**src/rtl/seg7_scan_decode.sv**
```systemverilog
// Recovers hex digits from a multiplexed, active-low 7-segment scan bus.
// A digit is accepted after STABLE_CYC identical qualified samples; a full frame is published with a one-cycle valid pulse.
module seg7_scan_decode #(
    parameter int DIGITS     = 8,
    parameter int STABLE_CYC = 3
) (
    input  logic                  clk,
    input  logic                  rst,
    input  logic [DIGITS-1:0]     an,
    input  logic [6:0]            seg,
    output logic [4*DIGITS-1:0]   value,
    output logic                  valid,
    output logic                  frame_err,
    output logic                  busy
);
    localparam int            SW       = $clog2(STABLE_CYC + 1);
    localparam logic [SW-1:0] STAB_MAX = SW'(STABLE_CYC);

    typedef enum logic {SCAN, DONE} state_t;

    state_t                r_state;
    logic [DIGITS-1:0]     r_prev_an;
    logic [6:0]            r_prev_seg;
    logic [SW-1:0]         r_stab;
    logic [DIGITS-1:0]     r_mask;
    logic [4*DIGITS-1:0]   r_shadow;
    logic [DIGITS-1:0]     r_slot_err;
    logic [4*DIGITS-1:0]   r_value;
    logic                  r_valid;
    logic                  r_frame_err;
    logic                  r_busy;

    logic                  w_qual;
    logic                  w_same;
    logic                  w_capture;
    logic                  w_dec_ok;
    logic [3:0]            w_nib;
    logic [SW-1:0]         w_stab_next;
    logic [DIGITS-1:0]     w_slot_we;
    logic [DIGITS-1:0]     w_mask_next;

    assign w_qual = $onehot(~an);
    assign w_same = (an == r_prev_an) && (seg == r_prev_seg);

    always_comb begin
        w_stab_next = r_stab;
        if (!w_qual)
            w_stab_next = '0;
        else if (!w_same)
            w_stab_next = SW'(1);
        else if (r_stab != STAB_MAX)
            w_stab_next = r_stab + SW'(1);
    end

    // A fresh dwell can reach the threshold immediately when STABLE_CYC is 1.
    assign w_capture = (r_state == SCAN) && w_qual && (w_stab_next == STAB_MAX)
                       && (!w_same || (r_stab != STAB_MAX));

    always_comb begin
        w_nib    = 4'h0;
        w_dec_ok = 1'b1;
        case (seg)
            7'b1000000: w_nib = 4'h0;
            7'b1111001: w_nib = 4'h1;
            7'b0100100: w_nib = 4'h2;
            7'b0110000: w_nib = 4'h3;
            7'b0011001: w_nib = 4'h4;
            7'b0010010: w_nib = 4'h5;
            7'b0000010: w_nib = 4'h6;
            7'b1111000: w_nib = 4'h7;
            7'b0000000: w_nib = 4'h8;
            7'b0010000: w_nib = 4'h9;
            7'b0001000: w_nib = 4'hA;
            7'b0000011: w_nib = 4'hB;
            7'b1000110: w_nib = 4'hC;
            7'b0100001: w_nib = 4'hD;
            7'b0000110: w_nib = 4'hE;
            7'b0001110: w_nib = 4'hF;
            default:    w_dec_ok = 1'b0;
        endcase
    end

    // Qualified an has a single zero, so it doubles as the slot write-enable vector.
    generate
        for (genvar gi = 0; gi < DIGITS; gi++) begin : g_slot
            assign w_slot_we[gi] = w_capture & ~an[gi];

            always_ff @(posedge clk or posedge rst) begin
                if (rst) begin
                    r_shadow[4*gi +: 4] <= 4'h0;
                    r_slot_err[gi]      <= 1'b0;
                end else if (w_slot_we[gi]) begin
                    r_shadow[4*gi +: 4] <= w_nib;
                    r_slot_err[gi]      <= ~w_dec_ok;
                end
            end
        end
    endgenerate

    assign w_mask_next = r_mask | w_slot_we;

    always_ff @(posedge clk or posedge rst) begin
        if (rst) begin
            r_state     <= SCAN;
            r_prev_an   <= '1;
            r_prev_seg  <= '1;
            r_stab      <= '0;
            r_mask      <= '0;
            r_value     <= '0;
            r_valid     <= 1'b0;
            r_frame_err <= 1'b0;
            r_busy      <= 1'b0;
        end else if (r_state == SCAN) begin
            r_prev_an  <= an;
            r_prev_seg <= seg;
            r_stab     <= w_stab_next;
            if (&r_mask) begin
                r_state     <= DONE;
                r_value     <= r_shadow;
                r_frame_err <= |r_slot_err;
                r_valid     <= 1'b1;
                r_mask      <= '0;
                r_busy      <= 1'b0;
            end else begin
                r_mask  <= w_mask_next;
                r_busy  <= |w_mask_next;
                r_valid <= 1'b0;
            end
        end else begin
            r_state <= SCAN;
            r_valid <= 1'b0;
        end
    end

    assign value     = r_value;
    assign valid     = r_valid;
    assign frame_err = r_frame_err;
    assign busy      = r_busy;
endmodule

```
**config.mk**
```make
export PLATFORM = sky130hd
export DESIGN_NAME = seg7_scan_decode
export DESIGN_NICKNAME = d
export VERILOG_FILES = /design/src/rtl/seg7_scan_decode.sv
export SDC_FILE = /design/constraint.sdc
export NUM_CORES = 1
export LEC_CHECK = 0
export CAP_MARGIN = 20
export CELL_PAD_IN_SITES_DETAIL_PLACEMENT = 0
export CELL_PAD_IN_SITES_GLOBAL_PLACEMENT = 1
export CORE_MARGIN = 5
export CORE_UTILIZATION = 45
export DETAILED_ROUTE_END_ITERATION = 8
export PLACE_DENSITY_LB_ADDON = 0.2
export SLEW_MARGIN = 40
export SYNTH_ARGS = -nofsm -noshare
export SYNTH_HDL_FRONTEND = slang
export SYNTH_SLANG_ARGS = --single-unit
```
**constraint.sdc**
```tcl
create_clock -name clk -period 3.4 [get_ports clk]
set_clock_uncertainty 0.15 [all_clocks]
set_input_delay 0.34 -clock clk [delete_from_list [all_inputs] [get_ports clk]]
set_output_delay 0.34 -clock clk [all_outputs]
set_load 0.02 [all_outputs]
```
## Word-level counts from Yosys, hierarchy flattened

Index checks and enable logic that the tools add are counted.

| cells by class | value |
|---|---|
| add/subtract/negate cells | 8 |
| multiply operators | 0 |
| divide/modulo/power cells | 0 |
| magnitude comparators | 0 |
| equality and inequality tests | 20 |
| shifts and indexed selects | 0 |
| multiplexer cells | 9 |
| bitwise operators | 20 |
| reductions and logical operators | 12 |

Operator list:

| kind | number |
|---|---|
| $pmux W4 S15 | 1 |
| $eq A7 B7 Y1 const B | 4 |
| $eq A7 B5 Y1 const B | 3 |
| $eq A7 B6 Y1 const B | 3 |
| $reduce_or A16 Y1 | 1 |
| $reduce_or A8 Y1 | 2 |
| $eq A7 B2 Y1 const B | 2 |
| $eq A7 B4 Y1 const B | 2 |
| $not A1 Y1 | 10 |
| $reduce_and A9 Y1 | 1 |
| $add A1 B1 Y2 | 4 |
| $and A1 B1 Y1 | 8 |
| $eq A8 B8 Y1 | 1 |
| $mux W8 | 1 |
| $not A8 Y8 | 1 |
| $or A8 B8 Y8 | 1 |
| $reduce_and A8 Y1 | 1 |
| $eq A7 B3 Y1 const B | 1 |
| $eq A7 B7 Y1 | 1 |
| $logic_not A7 Y1 | 1 |
| $add A2 B2 Y3 | 2 |
| $mux W2 | 3 |
| $add A3 B3 Y4 | 1 |
| $eq A4 B1 Y1 const B | 1 |
| other kinds (7) | 13 |

| word-level totals | value |
|---|---|
| flip-flop bits (word level) | 100 |
| bits in latches | 0 |
| RAM bits | 0 |
| ROM bits | 0 |
| input port bits | 17 |
| output and inout bits | 35 |
| logic and storage cells | 93 |
| memories kept | 0 |

## Logic depth before layout (Yosys ltp)

Gate-level depths: netlist of run 1.

| depth | value |
|---|---|
| word-level depth | 13 |
| gate-level depth with buffers | 14 |
| mapped depth without buffers | 12 |

## Least setup slack after synthesis of run 1

OpenSTA, ideal clock, no wires.

| timing path | value |
|---|---|
| path type | input -> register |
| from | in an[0] |
| to | reg r_shadow[11] |
| setup time | 0.128 ns |
| arrival time | 3.662 ns |
| required time | 3.122 ns |
| slack | -0.540 ns |
| cell stages on the path | 14 |
| buffers on the path | 2 |
| path through | fa_1 -> inv_1 -> fa_1 -> fa_1 -> ha_1 -> inv_1 -> fa_1 -> a211oi_1 -> mux2i_1 -> nor3_1 -> clkbuf_2 -> and4_1 -> buf_4 -> mux2_1 |

| on the way | value |
|---|---|
| word-level cells in the longest chain between the ends | 10 |
| elaborated cells between the ends (all ways) | 16 |
| classes of those cells | add/sub: 3; eq/ne: 3; mux: 2; bitwise: 2; reduce/logical: 6 |

Ends and longest elaborated chain:

| item | RTL line | RTL |
|---|---|---|
| start, declared | 9 | `input logic [DIGITS-1:0] an,` |
| $not A8 Y8 | 42 | `assign w_qual = $onehot(~an);` |
| $add A1 B1 Y2 (not written as such) | 42 |  |
| $add A2 B2 Y3 (not written as such) | 42 |  |
| $add A3 B3 Y4 (not written as such) | 42 |  |
| $eq A4 B1 Y1 | 42 |  |
| $mux W2 | 47 | `if (!w_qual)` |
| $eq A2 B2 Y1 | 56 | `assign w_capture = (r_state == SCAN) && w_qual && (w_stab_next == STAB_MAX)` |
| $logic_and A1 B1 Y1 | 56 |  |
| $logic_and A1 B1 Y1 (*) | 57 | `&& (!w_same \|\| (r_stab != STAB_MAX));` |
| $and A1 B1 Y1 (*) | 86 | `assign w_slot_we[gi] = w_capture & ~an[gi];` |
| end signal, assigned by index | 93 | `r_shadow[4*gi +: 4] <= w_nib;` |
| end, declared | 26 | `logic [4*DIGITS-1:0] r_shadow;` |

Every way passes the cells marked *; elsewhere a longest branch is shown, timed or not.
A chain may end at the register's enable or synchronous reset.

## Final worst setup path of run 1

| timing path | value |
|---|---|
| from | in an[3] |
| to | reg r_shadow[2] |

The elaborated chain is that of the path after synthesis.

==> impl_metrics.yaml, run 1 <==
route:
  drt_iter0_markers: 169
  drc: 0
  detail-route-antenna-nets: 0
  drt-total-wl_um: 9440
  first_pass_iters: 4
  post_drt_wl_per_cell_um: 16.8
  viasPerCell: 5.16
  num_vias: 2907
timing:
  slew_headroom: 0.466
  finalCriticalPeriod_ps: 3660
  grt_setup_unrepaired: "yes"
  maxClockFrequency_ghz: 0.273
  fin_crit_sh: 1.08
  maxSlewViolCount: 0
  worstMarginPinSlew_ps: 798
  setup_slack_ps: -258
  hold_violations: 0
  finalSetupViolations: 46
  whs_ps: 202
clock_tree:
  worstSkewPairLatency_ps: 360
  cts.sinks: 100
  cts_made_buffers: 9
  htreeDepth: 3
  cts_root_buf: "clkbuf_8"
  clockBufferDepth: 2
  cts_tree: "yes"
  path_clk_slew_ps: 110
final_layout:
  num_antenna_cells: 0
  post-route-util: 0.573
  area_growth_pct: 23.9
  fill_cells: 842
  layout-drive-gt1-share: 0.379
  fin_nets: 446
  fin_cells: 563
floorplan:
  die_h_um: 113
  fp.coreArea_um2: 10300
  die_x_um: 113
  floorplan.initialDensity: 0.462
  die-area_um2: 12800
  row_count: 37
  ioPinCount: 52
critical_path:
  cpMaxStageDelayCell: "fa_1"
  required_ps: 3490
  worstPathCellList: "buf_6 > fa_1 > inv_2 > fa_1 > fa_1 > ha_2 > inv_2 > fa_2 > nand2_1 > nor3_2 > buf_4 > and4_1 > buf_6 > mux2_4"
  rr_worst_depth: 6
  critPathKind: "in2reg"
  start_kind: "input pin"
  cpMostUsedCell: "fa_1"
  cp_top_family: "adder cells"
  critical_path.max_stage_delay_ps: 540
  critPathMaxFanout: 6
  critPathArrivalTime_ps: 3750
  crit_cells: 14
  cp-end-kind: "flop"
  crit_buf_inv: 5
synth:
  synthTopCellsByArea: "dfrtp_1 (45%), mux2_1 (8.5%), dfstp_2 (8.3%)"
  yosysWarningCount: 0
  yosysMostFrequentCell: "dfrtp_1"
  synth_area_per_cell_um2: 13.6
  netlist_area_um2: 4770
  synth_edf_count: 0
  syn_nets: 376
  netlist_top_cells_count: "dfrtp_1 (85), mux2_1 (36), mux2_2 (31)"
  synth-async-reset-ratio: 1.00
  yosys.area.top_type: "dfrtp_1"
  synth_ff_type: "dfrtp_1"
  syn_inst: 352
  ys_types: 54
  synth_seq_cells: 100
  synth_top_area_share: 0.446
  ys_seq_area_frac: 0.528
pwr:
  p_comb_frac: 0.114
  sw_frac_of_total: 0.270
  clkPwrFrac: 0.330
  p_leak_nw: 2.72
  p_per_area_nw_per_um2: 372
  p_seq_frac: 0.556
  internal-power_w: 0.00161
  peakVddDrop_uv: 172
  power.switching_w: 0.000593
  power.total_w: 0.00220
min_path:
  min_path_cells: 3
  hp-class: "in2reg"
run_status:
  violations: "setup timing"
  status: "finished with violations"
place:
  globalplace.congestion: 0.822
  port_buffers: 51
  hpwl_um: 6520
  numPlacedInstances: 541
  place_ws_ps: -1020
grt:
  grt_max_degree: 52
  grtUsageTotal: 0.156
  grt_pass1_wl_um: 16100
  grt_pass1_vias: 3140
  grt_overflow: 0
  antenna_found_initial: 0
flow_run:
  max_cap_violations: 0
## worst min-delay path, stage by stage
cell    delay [ps]
buf_6           80
buf_4          130
mux2_2         140
## stage by stage
| stage | area (um^2) | TNS [ps] |
|---|---|---|
| 3_5_place_dp | 5580 | -46570 |
| 3_3_place_gp | 5580 | -44200 |
| 6_report | 5910 | -9680 |
| 4_1_cts | 5880 | -19350 |
| 5_1_grt | 5910 | -17160 |
| 2_1_floorplan | 4850 | -17210 |
## cell type report
cell class	instances	area [um^2]	area share
Clock inverter	7	67.6	0.0114
Clock buffer	9	124	0.0209
Inverter	12	47.5	0.00804
Sequential cell	100	2520	0.426
Multi-Input combinational cell	210	2150	0.363
Tap cell	136	170	0.0288
Timing Repair Buffer	89	835	0.141
## power groups by stage
stage	Clock (W)	Combinational, W	Sequential (W)
6_report	0.000727	0.000251	0.00122
5_1_grt	0.000803	0.000282	0.00123
4_1_cts	0.000763	0.000255	0.00122
3_5_place_dp	0	0.000234	0.00125
3_3_place_gp	0	0.000230	0.00124
2_1_floorplan	0	0.000155	0.00124
## flip-flops by register name (all words and copies together) (netlist names)
register / flops
busy: 1
frame_err: 1
r_mask: 8
r_prev_an: 8
r_prev_seg: 7
r_shadow: 32
r_slot_err: 8
r_stab: 2
valid: 1
value: 32
## cell families (layout without fill, tap and decap cells)
logic type / after synthesis / after routing / share of synthesized area
AO/OA/AOI/OAI: 32 / 32 / 0.0590
XOR/XNOR: 17 / 17 / 0.0312
adder cells (fa/ha/maj): 7 / 7 / 0.0246
buffers and inverters: 42 / 117 / 0.0506
flip-flops: 100 / 100 / 0.528
multiplexers: 83 / 83 / 0.207
AND/OR/NAND/NOR: 71 / 71 / 0.0991
## layer usage
layer,share of wire,GRT usage,up-vias
li1,-,-,1391
met1,0.47,0.210,1463
met2,0.48,0.258,45
met3,0.038,0.0369,8
met4,0.0090,0.0337,0
met5,0,0,-
## final timing paths
check,start,endpoint,slack [ps]
min,an[3],r_prev_an[3],200
max in group asynchronous,rst,r_prev_an[5],2090
min reg2reg,value[29],value[29],340
max,an[3],r_shadow[2],-260
max reg2reg,r_prev_an[4],r_slot_err[2],1010
min in group asynchronous,rst,value[28],260
## cells in the final DEF (no fill, tap or decap), types with 4 or more instances in the layout
cell type         n
clkdlybuf4s50_1  48
mux2_1           15
nor3b_1          11
buf_4            26
xnor2_1          13
buf_6            11
xor2_1            4
dfstp_2          15
clkbuf_8          9
nand2_1          11
dfrtp_1          85
nand4_1           9
and4_1            6
o21ba_1           4
mux2_4           40
inv_1             9
nor2_1            7
mux2_2           27
o21ai_0           5
## timing repair
action | 4_1_cts | 5_1_grt
gates cloned | 1 | 0
hold buffers | 0 | 0
pin swaps | 7 | 8
buffers inserted | 4 | 3
setup endpoints to repair | 51 | 51
resized for setup | 42 | 5
No activity file was read; power rests on OpenSTA's default activity.
==> run 2, diff against run 1 <==
- CORE_ASPECT_RATIO: unset -> 1.4
- CORE_UTILIZATION: 45 -> 42
- SETUP_SLACK_MARGIN: unset -> 0.05
- clock period: 3.4 -> 3.18 ns (I/O delays scaled with it)
==> run 2 against run 1 <==
Against the previous run:
- the run still ends with setup timing left
- routed wire length increased by 1.4%
- die area increased by 6.7%
- worst hold slack improved by 11 ps
- first-iteration DRC count decreased by 51%
- clock power increased by 64%
- critical path depth increased by 2
- clock-buffer cell count unchanged
- global-route usage decreased by 0.71 points
- largest cell class unchanged
- highest routed layer unchanged
==> impl_metrics.yaml, run 2 (synthesis results as in run 1) <==
run_status:
  status: "finished with violations"
  violations: "setup timing"
critical_path:
  cp-end-kind: "flop"
  critical_path.max_stage_delay_ps: 520
  required_ps: 3260
  critPathMaxFanout: 6
  critPathKind: "in2reg"
  reg2reg_from: "valid"
  crit_path_start: "an[0]"
  worstPathCellList: "buf_6 > fa_1 > inv_1 > fa_1 > fa_1 > ha_2 > buf_4 > buf_4 > buf_4 > a211oi_2 > mux2i_1 > nor3_2 > buf_4 > and4_1 > buf_6 > mux2_4"
  critPathArrivalTime_ps: 3760
  start_kind: "input pin"
  cpMaxStageDelayCell: "fa_1"
  cpMostUsedCell: "buf_4"
  rr_worst_depth: 5
route:
  num_vias: 2974
  detail-route-antenna-nets: 0
  viasPerCell: 5.19
  post_drt_wl_per_cell_um: 16.7
  drt_iter0_markers: 82
  first_pass_iters: 4
  drc: 0
  drt-total-wl_um: 9570
grt:
  grt_pass1_vias: 3072
  grtUsageTotal: 0.149
  top_usage_layer: "met2"
  antenna_found_initial: 0
  met3_usage: 0.0262
  grt_overflow: 0
  grt_use_met1: 0.187
  grt_max_degree: 65
  use_met2: 0.258
  grt_pass1_wl_um: 16000
floorplan:
  die_x_um: 100
  die-area_um2: 13600
  ioPinCount: 52
  floorplan.initialDensity: 0.425
  row_count: 46
  fp.coreArea_um2: 11200
  die_h_um: 136
min_path:
  hp-class: "in2async"
pwr:
  internal-power_w: 0.00212
  power.switching_w: 0.000653
  clkPwrFrac: 0.428
  p_leak_nw: 2.80
  p_seq_frac: 0.472
  p_comb_frac: 0.099
  sw_frac_of_total: 0.236
  peakVddDrop_uv: 346
  p_per_area_nw_per_um2: 455
timing:
  fin_crit_sh: 1.16
  hold_violations: 0
  grt_setup_unrepaired: "yes"
  maxSlewViolCount: 0
  worstMarginPinSlew_ps: 780
  finalCriticalPeriod_ps: 3680
  finalSetupViolations: 51
  setup_slack_ps: -503
  whs_ps: 213
  maxClockFrequency_ghz: 0.271
  slew_headroom: 0.478
final_layout:
  fin_nets: 448
  area_growth_pct: 27.4
  layout_common_cells: "dfrtp_1 (85), clkdlybuf4s50_1 (48), mux2_4 (40)"
  fin_cells: 573
  multi_input_area_um2: 2150
  final_common_cell: "dfrtp_1"
  layout-drive-gt1-share: 0.380
  post-route-util: 0.542
  num_antenna_cells: 0
  regArea_um2: 2520
  fill_cells: 978
clock_tree:
  cts_tree: "yes"
  path_clk_slew_ps: 70
  ctsHoldBuffers: 0
  worstSkewPairLatency_ps: 340
  htreeDepth: 3
  cts.sinks: 100
  cts_root_buf: "clkbuf_16"
  clockBufferDepth: 2
  cts_made_buffers: 9
place:
  hpwl_um: 6710
  globalplace.congestion: 0.803
  port_buffers: 51
  numPlacedInstances: 549
flow_run:
  max_cap_violations: 0
-- run 2: layer usage --
layer,vias up,share of wire
met2,44,0.51
met3,12,0.030
met5,-,0
met1,1520,0.44
li1,1398,-
met4,0,0.015
-- run 2: area by class of cell --
cell class,instances,share of cell area
flip-flops and latches,100,0.414
clock buffers,9,0.0370
well taps,144,0.0296
multi-input cells,210,0.354
clock inverters,7,0.0158
repair buffers,91,0.142
inverters,12,0.00782
-- run 2: final timing paths --
check                               end  slack (ps)
setup / recovery           r_shadow[26]        -500
hold / removal                value[28]         210
setup reg to reg            r_shadow[5]        1070
hold reg to reg               value[17]         330
max in group asynchronous  r_prev_an[2]        1920
min in group clk           r_prev_an[0]         220
-- run 2: repair_timing --
item | in CTS | in global routing
setup endpoints to repair | 51 | 51
setup buffers | 5 | 4
gates cloned | 1 | 0
resized for setup | 36 | 15
pin swaps | 9 | 8
-- run 2: critical path: cells and delay by family --
kind	cells	cell delay, ps
AOI/OAI and AO/OA	1	200
adders and majority gates	4	1640
and+or+nand+nor	2	350
muxes	2	420
buffers and inverters	7	830
-- run 2: power by group through the flow --
stage	sequential, W	combinational, W	clock, W
after CTS	0.00131	0.000276	0.00122
final	0.00131	0.000275	0.00119
after floorplan	0.00133	0.000166	0
after global routing	0.00131	0.000304	0.00127
after detailed placement	0.00133	0.000252	0
after global placement	0.00133	0.000244	0
-- run 2: stage by stage --
stage	worst slack, ps	cell area [um^2]	total power, W	TNS, ps
2_1_floorplan	-630	4850	0.00149	-27030
3_3_place_gp	-1180	5570	0.00157	-54600
3_5_place_dp	-1260	5580	0.00158	-57420
4_1_cts	-707	6000	0.00280	-32040
5_1_grt	-628	6080	0.00288	-28240
6_report	-503	6080	0.00277	-21870
